## src/rtl/ising_observables_if.sv

```systemverilog
// ising_observables_if
//   Row-stream / result handshake bundle for the Ising observable stage.
//   master : lattice controller side (drives rows, takes results)
//   slave  : ising_observables side
// Signals:
//   row_valid/row_ready/row_data : one lattice row per transfer (bit j = column j, 1 = +1)
//   out_valid/out_ready          : frame result handshake
//   energy (EW, signed), mag (MW, signed)
//   abs_mag (MW-1, unsigned)     : only when ISING_OBS_ABSMAG_EN is defined
interface ising_observables_if #(
  parameter int N  = 32,
  parameter int EW = $clog2(4*N*N)+2,
  parameter int MW = $clog2(N*N)+2
);
  logic                 row_valid;
  logic                 row_ready;
  logic [N-1:0]         row_data;
  logic                 out_valid;
  logic                 out_ready;
  logic signed [EW-1:0] energy;
  logic signed [MW-1:0] mag;
`ifdef ISING_OBS_ABSMAG_EN
  logic [MW-2:0]        abs_mag;
`endif

  modport master (
    output row_valid, row_data, out_ready,
    input  row_ready, out_valid, energy, mag
`ifdef ISING_OBS_ABSMAG_EN
    , input abs_mag
`endif
  );

  modport slave (
    input  row_valid, row_data, out_ready,
    output row_ready, out_valid, energy, mag
`ifdef ISING_OBS_ABSMAG_EN
    , output abs_mag
`endif
  );
endinterface

```

## src/rtl/ising_observables.sv

```systemverilog
// ising_observables
//   Consumes one N x N spin lattice streamed row by row (rows 0..N-1, no
//   framing) and produces the periodic-boundary Ising energy
//   E = -sum_i s_i * (4 neighbours) and the magnetization sum per frame.
//   Optional macro ISING_OBS_ABSMAG_EN adds abs_mag = |mag|.
// Ports:
//   clk   : rising-edge clock
//   reset : asynchronous active-low reset
//   bus   : ising_observables_if.slave (row stream in, result out)
// Frame flow: ACCEPT (N row transfers) -> WRAP (1 cycle, closes the row
//   0 / row N-1 bond ring and registers results) -> DONE (hold result
//   until taken) -> ACCEPT.

// Popcount of a W-bit vector; written as a flat sum, which synthesis
// balances into an adder tree.
module ising_popcnt #(
  parameter int W  = 32,
  parameter int CW = $clog2(W+1)
) (
  input  logic [W-1:0]  v_i,
  output logic [CW-1:0] cnt_o
);
  always_comb begin
    cnt_o = '0;
    for (int i = 0; i < W; i++) cnt_o = cnt_o + CW'(v_i[i]);
  end
endmodule

module ising_observables #(
  parameter int N  = 32,
  parameter int EW = $clog2(4*N*N)+2,
  parameter int MW = $clog2(N*N)+2
) (
  input  logic               clk,
  input  logic               reset,
  ising_observables_if.slave bus
);
  localparam int CW = $clog2(N+1);
  localparam int AW = $clog2(N*N)+2;  // holds +-N^2 per bond accumulator
  localparam int IW = $clog2(N);

  typedef enum logic [1:0] {ACCEPT, WRAP, DONE} state_e;

  state_e               state_q, state_d;
  logic                 rdy_q, rdy_d;
  logic [IW-1:0]        idx_q, idx_d;
  logic [N-1:0]         prev_q, prev_d;
  logic [N-1:0]         row0_q, row0_d;
  logic signed [AW-1:0] acc_h_q, acc_h_d;
  logic signed [AW-1:0] acc_v_q, acc_v_d;
  logic signed [MW-1:0] acc_m_q, acc_m_d;
  logic signed [EW-1:0] energy_q, energy_d;
  logic signed [MW-1:0] mag_q, mag_d;
`ifdef ISING_OBS_ABSMAG_EN
  logic [MW-2:0]        abs_q, abs_d;
  logic [MW-1:0]        abs_full;
`endif

  // Bond term for N pairs with pc mismatches: aligned pairs give +1,
  // anti-aligned -1, so sum = N - 2*pc.
  function automatic logic signed [AW-1:0] bond(input logic [CW-1:0] pc);
    return AW'(N) - AW'({pc, 1'b0});
  endfunction

  logic [N-1:0]  row;
  logic [CW-1:0] pc_h, pc_v, pc_w, pc_m;
  logic          xfer_in;
  logic signed [EW-1:0] tot;

  assign row = bus.row_data;

  // Horizontal neighbours via a 1-bit rotate closes the column ring.
  ising_popcnt #(.W(N), .CW(CW)) u_pc_h (.v_i(row ^ {row[N-2:0], row[N-1]}), .cnt_o(pc_h));
  ising_popcnt #(.W(N), .CW(CW)) u_pc_v (.v_i(row ^ prev_q),                  .cnt_o(pc_v));
  ising_popcnt #(.W(N), .CW(CW)) u_pc_w (.v_i(prev_q ^ row0_q),               .cnt_o(pc_w));
  ising_popcnt #(.W(N), .CW(CW)) u_pc_m (.v_i(row),                           .cnt_o(pc_m));

  // rdy_q gates acceptance so row_ready stays low during reset and the
  // first cycle after it, with no path from row_valid.
  assign xfer_in = bus.row_valid && rdy_q && (state_q == ACCEPT);

  always_comb begin
    state_d  = state_q;
    idx_d    = idx_q;
    prev_d   = prev_q;
    row0_d   = row0_q;
    acc_h_d  = acc_h_q;
    acc_v_d  = acc_v_q;
    acc_m_d  = acc_m_q;
    energy_d = energy_q;
    mag_d    = mag_q;
    tot      = '0;
`ifdef ISING_OBS_ABSMAG_EN
    abs_d    = abs_q;
    abs_full = acc_m_q[MW-1] ? MW'(-acc_m_q) : MW'(acc_m_q);
`endif
    case (state_q)
      ACCEPT: begin
        if (xfer_in) begin
          acc_h_d = acc_h_q + bond(pc_h);
          acc_m_d = acc_m_q + MW'({pc_m, 1'b0}) - MW'(N);
          if (idx_q != '0) acc_v_d = acc_v_q + bond(pc_v);
          else             row0_d  = row;
          prev_d = row;
          idx_d  = idx_q + 1'b1;
          if (idx_q == IW'(N-1)) state_d = WRAP;
        end
      end
      WRAP: begin
        // Each bond is seen once here; the Hamiltonian counts it twice.
        tot      = EW'(acc_h_q) + EW'(acc_v_q) + EW'(bond(pc_w));
        energy_d = -(tot + tot);
        mag_d    = acc_m_q;
`ifdef ISING_OBS_ABSMAG_EN
        abs_d    = abs_full[MW-2:0];
`endif
        state_d  = DONE;
      end
      DONE: begin
        if (bus.out_ready) begin
          acc_h_d = '0;
          acc_v_d = '0;
          acc_m_d = '0;
          idx_d   = '0;
          state_d = ACCEPT;
        end
      end
      default: state_d = ACCEPT;
    endcase
    rdy_d = (state_d == ACCEPT);
  end

  always_ff @(posedge clk or negedge reset) begin
    if (!reset) begin
      state_q  <= ACCEPT;
      rdy_q    <= 1'b0;
      idx_q    <= '0;
      prev_q   <= '0;
      row0_q   <= '0;
      acc_h_q  <= '0;
      acc_v_q  <= '0;
      acc_m_q  <= '0;
      energy_q <= '0;
      mag_q    <= '0;
`ifdef ISING_OBS_ABSMAG_EN
      abs_q    <= '0;
`endif
    end else begin
      state_q  <= state_d;
      rdy_q    <= rdy_d;
      idx_q    <= idx_d;
      prev_q   <= prev_d;
      row0_q   <= row0_d;
      acc_h_q  <= acc_h_d;
      acc_v_q  <= acc_v_d;
      acc_m_q  <= acc_m_d;
      energy_q <= energy_d;
      mag_q    <= mag_d;
`ifdef ISING_OBS_ABSMAG_EN
      abs_q    <= abs_d;
`endif
    end
  end

  assign bus.row_ready = rdy_q;
  assign bus.out_valid = (state_q == DONE);
  assign bus.energy    = energy_q;
  assign bus.mag       = mag_q;
`ifdef ISING_OBS_ABSMAG_EN
  assign bus.abs_mag   = abs_q;
`endif
endmodule

```

## src/flat_wrapper.sv

```systemverilog
// flat-port wrapper written by rule: the top's interface ports become plain ports
module ising_observables_flat 
#(
  parameter int N  = 32,
  parameter int EW = $clog2(4*N*N)+2,
  parameter int MW = $clog2(N*N)+2
)
  (clk, reset, bus_row_valid, bus_row_data, bus_out_ready, bus_row_ready, bus_out_valid, bus_energy, bus_mag);
  ising_observables_if #(.N(N), .EW(EW), .MW(MW)) bus_i ();
  input  logic clk;
  input  logic reset;
  input wire logic [$bits(bus_i.row_valid)-1:0] bus_row_valid;
  input wire logic [$bits(bus_i.row_data)-1:0] bus_row_data;
  input wire logic [$bits(bus_i.out_ready)-1:0] bus_out_ready;
  output wire logic [$bits(bus_i.row_ready)-1:0] bus_row_ready;
  output wire logic [$bits(bus_i.out_valid)-1:0] bus_out_valid;
  output wire logic [$bits(bus_i.energy)-1:0] bus_energy;
  output wire logic [$bits(bus_i.mag)-1:0] bus_mag;
  assign bus_i.row_valid = bus_row_valid;
  assign bus_i.row_data = bus_row_data;
  assign bus_i.out_ready = bus_out_ready;
  assign bus_row_ready = bus_i.row_ready;
  assign bus_out_valid = bus_i.out_valid;
  assign bus_energy = bus_i.energy;
  assign bus_mag = bus_i.mag;
  ising_observables #(.N(N), .EW(EW), .MW(MW)) u_core (.clk(clk), .reset(reset), .bus(bus_i));
endmodule
```

## config.mk

```make
export PLATFORM = sky130hd
export DESIGN_NAME = ising_observables_flat
export DESIGN_NICKNAME = d
export VERILOG_FILES = /design/src/rtl/ising_observables_if.sv /design/src/rtl/ising_observables.sv /design/src/flat_wrapper.sv
export SDC_FILE = /design/constraint.sdc
export NUM_CORES = 1
export LEC_CHECK = 0
export CORE_AREA = 2 2 153 155
export DETAILED_ROUTE_END_ITERATION = 10
export DIE_AREA = 0 0 155 157
export PLACE_DENSITY = 0.77
export RECOVER_POWER = 50
export SLEW_MARGIN = 20
export SYNTH_ARGS = -nofsm -noshare
export SYNTH_HDL_FRONTEND = slang
export SYNTH_HIERARCHICAL = 1
export SYNTH_SLANG_ARGS = --single-unit
```

## constraint.sdc

```tcl
create_clock -name clk -period 11.2 [get_ports clk]
set_clock_uncertainty 0.1 [all_clocks]
set_input_delay 2.24 -clock clk [delete_from_list [all_inputs] [get_ports clk]]
set_output_delay 2.24 -clock clk [all_outputs]
set_load 0.01 [all_outputs]
```

# After elaboration in Yosys (flattened, before gate mapping)
# Index checks and enable logic that the tools add are counted.
[totals]
output_inout_bits = 28
input_bits = 36
regBits = 134
wordCells = 181
[classes]
muxes = 15
n_bitwise = 4
n_eq_ne = 6
reduce_logical = 10
add_sub_neg = 136
[ops]
columns = ["operator", "count"]
rows = [
  ["$add A6 B1 Y6", 104],
  ["$xor A32 B32 Y32", 3],
  ["$pmux W12 S2", 3],
  ["$mux W12", 5],
  ["$add A12 B8 Y12", 2],
  ["$add A5 B1 Y6", 4],
  ["$sub A6 B7 Y8 const A", 3],
  ["$add A4 B1 Y5", 4],
  ["$add A3 B1 Y4", 4],
  ["$add A13 B8 Y14", 1],
  ["$add A14 B14 Y14", 1],
  ["$neg A14 Y14", 1],
  ["$add A12 B12 Y13", 1],
  ["$add A12 B7 Y12", 1],
  ["$add A2 B1 Y3", 4],
  ["$sub A12 B6 Y12 const B", 1],
  ["$mux W5", 2],
  ["$pmux W5 S2", 1],
  ["$add A1 B1 Y2", 4],
  ["$mux W2", 3],
  ["$pmux W2 S3", 1],
  ["$reduce_and A3 Y1", 2],
  ["$add A5 B1 Y5 const B", 1],
  ["$eq A5 B5 Y1 const B", 1],
  ["other kinds (11)", 14],
]

# Depth between registers and ports, before layout
[logic_depth]
word_depth = 37
mapped_depth = 30
mapped_depth_nobuf = 30

# Modules after synthesis
# Netlist, hierarchy kept.
[by_module_without_submodules]
columns = ["mod", "instances", "cells_each", "area_each_um2"]
rows = [
  ["ising_observables", 1, 849, 8162.8],
  ["ising_popcnt (u_core.u_pc_h ...)", 3, 73, 758.2],
  ["ising_popcnt (u_core.u_pc_w)", 1, 71, 747.0],
]

# Worst setup path before layout
# Ideal clock, no wire load.
[synth_timing]
path_type = "input -> register"
startpoint = "input port bus_row_data[31]"
endpoint = "register u_core.acc_h_q[11]"
cell_stages = 27
t_arrival_ps = 8149
path_slack_ps = 2869
path_buffers = 0
setup_time_ps = 83
t_required_ps = 11017
cell_sequence = "xor2_1 -> inv_1 -> fa_1 -> inv_1 -> fa_1 -> fa_1 -> fa_1 -> fa_1 -> inv_1 -> fa_1 -> inv_1 -> ha_1 -> inv_1 -> fa_1 -> inv_1 -> inv_1 -> ha_1 -> inv_1 -> fa_1 -> nor2b_1 -> o21ai_1 -> a21boi_1 -> o21a_1 -> o221ai_1 -> xnor2_1 -> or3_1 -> o21ai_0"
[synth_between]
elab_chain_cells = 36
[synth_lines]
columns = ["item", "line_no", "text"]
rows = [
  ["from (decl)", "flat_wrapper.sv:13", "input wire logic [$bits(bus_i.row_data)-1:0] bus_row_data;"],
  ["$xor A32 B32 Y32 (*)", "ising_observables.sv:73", "ising_popcnt #(.W(N), .CW(CW)) u_pc_h (.v_i(row ^ {row[N-2:0], row[N-1]}), .cnt_o(pc_h));"],
  ["$add A1 B1 Y2", "ising_observables.sv:25", "for (int i = 0; i < W; i++) cnt_o = cnt_o + CW'(v_i[i]);"],
  ["$add A2 B1 Y3", "ising_observables.sv:25", ""],
  ["$add A3 B1 Y4", "ising_observables.sv:25", ""],
  ["$add A4 B1 Y5", "ising_observables.sv:25", ""],
  ["$add A5 B1 Y6", "ising_observables.sv:25", ""],
  ["$add A6 B1 Y6 (25 in a row)", "ising_observables.sv:25", ""],
  ["$add A6 B1 Y6 (*)", "ising_observables.sv:25", ""],
  ["via u_core.pc_h[1]", "ising_observables.sv:66", "logic [CW-1:0] pc_h, pc_v, pc_w, pc_m;"],
  ["$sub A6 B7 Y8 (*)", "ising_observables.sv:62", "return AW'(N) - AW'({pc, 1'b0});"],
  ["$add A12 B8 Y12 (*)", "ising_observables.sv:100", "acc_h_d = acc_h_q + bond(pc_h);"],
  ["$mux W12 (*)", "ising_observables.sv:99", "if (xfer_in) begin"],
  ["$pmux W12 S2 (*)", "ising_observables.sv:97", "case (state_q)"],
  ["to (signal assigned)", "ising_observables.sv:154", "acc_h_q <= acc_h_d;"],
  ["to (decl)", "ising_observables.sv:49", "logic signed [AW-1:0] acc_h_q, acc_h_d;"],
]
# The timed path passes the listed nets; every way through them passes the cells marked *. The select of a mux whose other input is x is not followed.
# A chain may end at the register's enable or synchronous reset.

# Final worst setup path
[layout_timing]
startpoint = "input port bus_row_data[1]"
endpoint = "register u_core.acc_m_q[10]"
[layout_between]
elab_chain_cells = 35
[layout_lines]
columns = ["item", "line_no", "text"]
rows = [
  ["$add A1 B1 Y2", "ising_observables.sv:25", ""],
  ["$add A2 B1 Y3", "ising_observables.sv:25", ""],
  ["$add A3 B1 Y4", "ising_observables.sv:25", ""],
  ["$add A4 B1 Y5", "ising_observables.sv:25", ""],
  ["$add A5 B1 Y6", "ising_observables.sv:25", ""],
  ["$add A6 B1 Y6 (26 in a row)", "ising_observables.sv:25", ""],
  ["via u_core.pc_m[4]", "ising_observables.sv:66", ""],
  ["$add A12 B7 Y12", "ising_observables.sv:101", "acc_m_d = acc_m_q + MW'({pc_m, 1'b0}) - MW'(N);"],
  ["$sub A12 B6 Y12", "ising_observables.sv:101", ""],
  ["$mux W12", "ising_observables.sv:99", ""],
  ["$pmux W12 S2", "ising_observables.sv:97", ""],
  ["to (signal assigned)", "ising_observables.sv:156", "acc_m_q <= acc_m_d;"],
  ["to (decl)", "ising_observables.sv:51", "logic signed [MW-1:0] acc_m_q, acc_m_d;"],
]
# The timed path passes the listed nets, and every way through them passes these cells. The select of a mux whose other input is x is not followed.

==> results by group <==
Setup path
  • FF-to-FF End: u_core/bus.energy[13]
  • Critical R2R Launch: u_core/prev_q[0]
  • WS Path Type: in2reg
  • Max stage delay on crit path: 0.73 ns
  • Top delay family on crit path: adder cells
  • Arrival time worst endpoint: between 9 and 10 ns
  • CP bufs+invs: 8
  • Worst path required time: 11.40 ns
  • Setup crit end kind: flop
  • Startpoint Class: input pin
  • Worst path slowest cell: clkdlybuf4s50_1
  • Worst R2R Path Depth: 29
  • Critical Path Fanout Max: 6
  • Reg-to-reg slack, setup: around 3.2 ns

Floorplanning
  • DIE HEIGHT: around 160 µm
  • Die width: approximately 160 µm
  • Row count: 55
  • I/O pins: 64
  • Initial Util: about half
  • Die area: 24300 µm²
  • CORE AREA: 22500 µm²

Route
  • Vias/cell: 5.25
  • Total wire length: about 24000 µm
  • Drt wl/cell: approximately 16 µm
  • Via count: 7854
  • DRT iter0 DRCs: 645
  • Post-route DRC violation count: 0
  • First-pass DRT Iterations: 5
  • Antenna Nets Post-Route: 0

Finish
  • Antenna fix cells: 0
  • Commonest non-fill, non-tap cells in the layout: 185 x inv_1, 156 x nand2_1, 128 x dfrtp_1
  • Most common cell after layout, fill and taps aside: inv_1
  • Nets: between 1000 and 1500
  • Post-Layout Cell Count: between 1000 and 1500
  • Layout cells sized above 1: under 10%
  • Area growth syn-to-layout: 13.6%

Synthesis
  • Yosys top cell by area: dfrtp_1
  • Syn avg cell area: 9.82 µm²
  • Post-synth EDFFs: 0
  • Seq cells post-synth: between 100 and 150
  • Main area contributors after synthesis: dfrtp_1 29%, fa_1 20%, xor2_1 9.5%
  • Post-synth top area share: between 20% and 30%
  • Seq/Total Area, Yosys: 28.6%
  • YS warnings: 6
  • Post-synth ARST share: 100%
  • Distinct cells, synth: between 50 and 60
  • Post-synth design cell area: around 11000 µm²
  • Synth Flop Type: dfrtp_1
  • Synthesized instance count: around 1100

Status
  • Failing checks: max-capacitance violations, max-slew violations
  • Status: complete, but fails checks

Timing
  • Max Slew Vio Count: 179
  • Period utilisation layout: about four fifths
  • Slew @ Worst Pin: a little over 4 ns
  • Worst rel slew slack: -174%
  • RSZ-0062 raised after global routing: no
  • Tmin final: roughly 9.1 ns
  • Setup TNS: 0 ns
  • Setup violators final: 0
  • Fmax: around 0.11 GHz
  • Fin. Hold Viols: 0

Run
  • Max Cap Violations: 3

Clock network
  • H-tree depth: 4
  • Num Clock Sinks: approximately 130
  • TritonCTS clock tree: yes
  • Worst skew pair latency: between 0.4 and 0.5 ns
  • Clock transition at the registers of the reported paths: around 0.060 ns
  • TritonCTS Buffers: 17
  • CTS Root Cell: clkbuf_16
  • Post_cts resized: 0
  • Number of setup buffers added after CTS: 0
  • Clk buf depth: 2
  • Hold_buf cts: 0

Global route
  • Largest net degree at the start of global routing: 75
  • Gr usage total: between 20% and 30%
  • Initial antenna violation count: 0
  • Grt total ovfl: 0
  • First-pass GRT wire length: between 40000 and 50000 µm
  • Vias in the first global route: 8122

Placed design
  • Port-buffer cells: 60
  • Placed Instances: 1464
  • Post-detail-place hpwl: 18100 µm
  • RePlAce Congestion: 0.866

Hold path
  • HP Class: reg2reg
  • Worst Min Path Start: u_core/bus.energy[7]
  • Hold path depth: 2
  • Hold endpoint: u_core/bus.energy[7]
[per-stage QoR]
step                cell area [µm²]  hold WS [ns]  util [%]  setup slack [ns]
floorplan                     11200         0.335         -              2.87
global placement              12100         0.364      53.6              1.82
detailed placement            12100         0.369      53.6              1.71
CTS                           12700         0.382      56.5              2.10
global route                  12700         0.403      56.5              1.68
finish                        12700         0.376      56.5              2.07
[layer usage]
| metal | track usage, % | part of all wire, % | vias up |
|---|---|---|---|
| met5 | 0 | 0 | - |
| met4 | 6.17 | 1.7 | 0 |
| met3 | 4.10 | 4.7 | 34 |
| met2 | 35.0 | 49 | 188 |
| met1 | 28.8 | 45 | 3915 |
| li1 | - | - | 3717 |
[worst max-delay path by stage]
| stage | startpoint | endpoint | slack [ns] | cells past startpoint |
|---|---|---|---|---|
| global placement | bus_row_data[1] | u_core/acc_m_q[10] | 1.82 | 28 |
| floorplan | bus_row_data[31] | u_core/acc_h_q[11] | 2.87 | 27 |
| detailed placement | bus_row_data[1] | u_core/acc_m_q[10] | 1.71 | 28 |
| global route | bus_row_data[3] | u_core/acc_h_q[11] | 1.68 | 29 |
| finish | bus_row_data[1] | u_core/acc_m_q[10] | 2.07 | 28 |
| CTS | bus_row_data[1] | u_core/acc_m_q[10] | 2.10 | 28 |
[worst register-to-register path, delay by kind of cell (launching register included)]
| family | cells | cell delay (ns) |
|---|---|---|
| compound gates | 6 | 1.05 |
| xor+xnor | 4 | 0.84 |
| fa+ha+maj | 10 | 4.34 |
| buf+inv | 5 | 0.31 |
| flops | 1 | 0.42 |
| simple gates | 4 | 0.81 |
[synth_stat cells, drive strengths merged (3+ instances only)]
cell,instances
a21boi,4
a21o,9
a21oi,30
a22o,6
and3,6
buf,11
clkbuf,18
dfrtp,128
fa,111
ha,81
inv,185
mux2,38
nand2,156
nand2b,9
nand3,15
nor2,36
nor2b,6
nor3,12
o21a,8
o21ai,65
o21bai,4
o221ai,3
o31ai,6
o41ai,4
or3,3
xnor2,38
xor2,122
[cells by family after synthesis]
logic type | Yosys count | synth area share, %
other cells | 1 | 0.0335
buf+inv | 214 | 7.46
xor+xnor | 160 | 12.6
mux | 40 | 4.00
fa+ha+maj | 192 | 28.9
compound gates | 150 | 8.58
flops | 128 | 28.6
simple gates | 254 | 9.76
[sequential cells by signal, indices dropped and copies added (netlist names)]
register              flops
u_core/acc_h_q           11
u_core/bus.energy        12
u_core/bus.mag           11
u_core/acc_v_q           11
u_core/row0_q            32
u_core/prev_q            32
u_core/acc_m_q           11
u_core/idx_q              5
u_core/bus.row_ready      1
u_core/state_q            2
[layout make-up]
cell class	instances	area [µm²]
clock buffers	19	453
clock inverters	13	209
fillers	1851	9790
inverters	185	694
multi-input cells	800	7160
flip-flops and latches	128	3200
well taps	285	357
repair buffers	66	628
Power is left out: the tool's default activity adds up to more than one toggle a clock period on the data nets, which glitch-free logic cannot reach.
==> edit, RTL diff (same settings) <==
`N` is set to 32 in 3 places; all go to 16.
--- a/src/rtl/ising_observables_if.sv
+++ b/src/rtl/ising_observables_if.sv
@@ -10,3 +10,3 @@
 interface ising_observables_if #(
-  parameter int N  = 32,
+  parameter int N  = 16,
   parameter int EW = $clog2(4*N*N)+2,
--- a/src/rtl/ising_observables.sv
+++ b/src/rtl/ising_observables.sv
@@ -29,3 +29,3 @@
 module ising_observables #(
-  parameter int N  = 32,
+  parameter int N  = 16,
   parameter int EW = $clog2(4*N*N)+2,
--- a/src/flat_wrapper.sv
+++ b/src/flat_wrapper.sv
@@ -3,3 +3,3 @@
 #(
-  parameter int N  = 32,
+  parameter int N  = 16,
   parameter int EW = $clog2(4*N*N)+2,
Interface: changed (resized bus_energy, bus_mag and bus_row_data); port bits go from 64 to 44. The function was not compared with the original's and may differ.
==> edit against the original RTL <==
  * Design area down 35%
  * Worst setup slack better by 1300 ps
  * Cell count down 27%
  * Wire length down 40%
  * Area after synthesis down 35%
  * The flow still finishes with violations (max-capacitance violations, max-slew violations)
  * Synthesized cell count down 32%
  * Sequential cell count down 43
  * Die area unchanged
Power is not shown: default switching activity piles up to over one toggle a cycle in this logic, so the estimate is an artifact.
==> edit: results (changes against the original RTL) <==
met1 wire length -> 6.79 mm (-37%)
pin count of the biggest net entering global routing -> 73 (-2.7%)
via count -> 4975 (-37%)
met3 GRT Util -> 0.0234 (-0.0176)
library cells used by synthesis -> 47 (-15%)
Clock Latency Late Sink -> 350 ps (-80 ps)
failing checks -> max-capacitance violations, max-slew violations
Layout fillers -> 2203 (+19%)
Multi-Input Combinational -> 515 (-36%)
first-pass GRT wire length -> 24.3 mm (-40%)
share of cells above drive strength 1 -> 0.0640 (-0.0104)
Synth top cells by count -> inv_1, nand2_1, dfrtp_1, xor2_1, ha_1
TritonRoute pass-1 iters -> 4 (-1)
highest layer used for signal routing -> met4
worst slack, placed -> 2980 ps (+1280 ps)
max_cap viols -> 2 (-1)
nets@finish -> 947 (-34%)
met2 WL -> 6.92 mm (-41%)
clk tree area frac -> 0.0347 (-0.0173)
largest cells by area after synthesis -> dfrtp_1, fa_1, ha_1
Post-DP Area -> 7940 µm² (-34%)
sequential area share after synthesis -> 0.295 (+0.00829)
Slew Viols, Final -> 103 (-42%)
CP arrival -> 8020 ps (-1310 ps)
Setup Fix Bufs, Post-CTS -> 0 (unchanged)
Port Buffer Count -> 40 (-33%)
vias per cell -> 4.53 (-14%)
DR iter-0 viols -> 168 (-74%)
post-route cell area -> 8210 µm² (-35%)
CTS sink count -> 85 (-34%)
bufs w/o clock -> 45 (-32%)
CTS Buffer Depth -> 2 (unchanged)
Mapped Cells -> 769 (-32%)
DP Cell Count -> 1084 (-26%)
outcome -> finished, violations left
routability-driven placement congestion ratio -> 0.853 (-1.5%)
Non-clock buffer share -> 0.0512 (+0.00176)
drt total wl -> 14.4 mm (-40%)
sequential cell area -> 2130 µm² (-34%)
CP peak stage delay -> 670 ps (-60 ps)
H-tree levels -> 3 (-1)
post-DP HPWL -> 11.4 mm (-37%)
GRT met2 Usage -> 0.214 (-0.135)
nonclk inv count -> 154 (-17%)
grt met1 use -> 0.159 (-0.129)
synthesis-stage register bit count -> 85 (-34%)
vias in the first global route -> 5106 (-37%)
fraction of area in multi-input gates -> 0.541 (-0.0225)
Antenna diodes -> 0 (unchanged)
clkbuf count -> 9 (-10)
DR WL met3 -> 357 µm (-68%)
GRT Total Usage -> 0.125 (-0.0871)
## edit: changes by cell type after synthesis, moves of 16 or more
| cell | before | now |
|---|---|---|
| xor2_1 | 121 | 66 |
| nor2_1 | 36 | 16 |
| dfrtp_1 | 128 | 85 |
| nand2_1 | 156 | 92 |
| mux2_2 | 38 | 22 |
| inv_1 | 185 | 154 |
| fa_1 | 111 | 53 |
| ha_1 | 81 | 64 |
## edit: final timing paths
path                                                    start                                end  slack, ps  depth (start not counted)
worst max-delay path                          bus_row_data[3]      u_core/acc_v_q[9]$_DFFE_PN0P_       3320                         21
worst min-delay path            u_core/bus.mag[8]$_DFFE_PN0N_      u_core/bus.mag[8]$_DFFE_PN0N_        380                          2
worst max register to register   u_core/prev_q[0]$_DFFE_PN0P_  u_core/bus.energy[10]$_DFFE_PN0N_       4400                         23
worst min register to register  u_core/bus.mag[8]$_DFFE_PN0N_      u_core/bus.mag[8]$_DFFE_PN0N_        380                          2
max in group asynchronous                               reset      u_core/prev_q[12]$_DFFE_PN0P_       4930                          2
min in group asynchronous                               reset      u_core/bus.mag[6]$_DFFE_PN0N_       1810                          1
## edit: worst max-delay path, delay by kind of cell
kind / cells / cell delay, ps
fa+ha+maj: 7 / 2840
buf+inv: 4 / 880
compound gates: 4 / 770
xor+xnor: 3 / 620
simple gates: 2 / 400
mux: 1 / 280
## edit: cells by family (layout without fill, tap and decap cells)
family	after synthesis	in the layout	share of synthesized area
buffers and inverters	172	213	0.0910
other	1	4	0.000520
and+or+nand+nor	163	163	0.103
AOI/OAI and AO/OA	104	104	0.0910
muxes	23	23	0.0357
adders and majority gates	117	117	0.258
xor gates and xnor gates	104	104	0.126
DFF	85	85	0.295
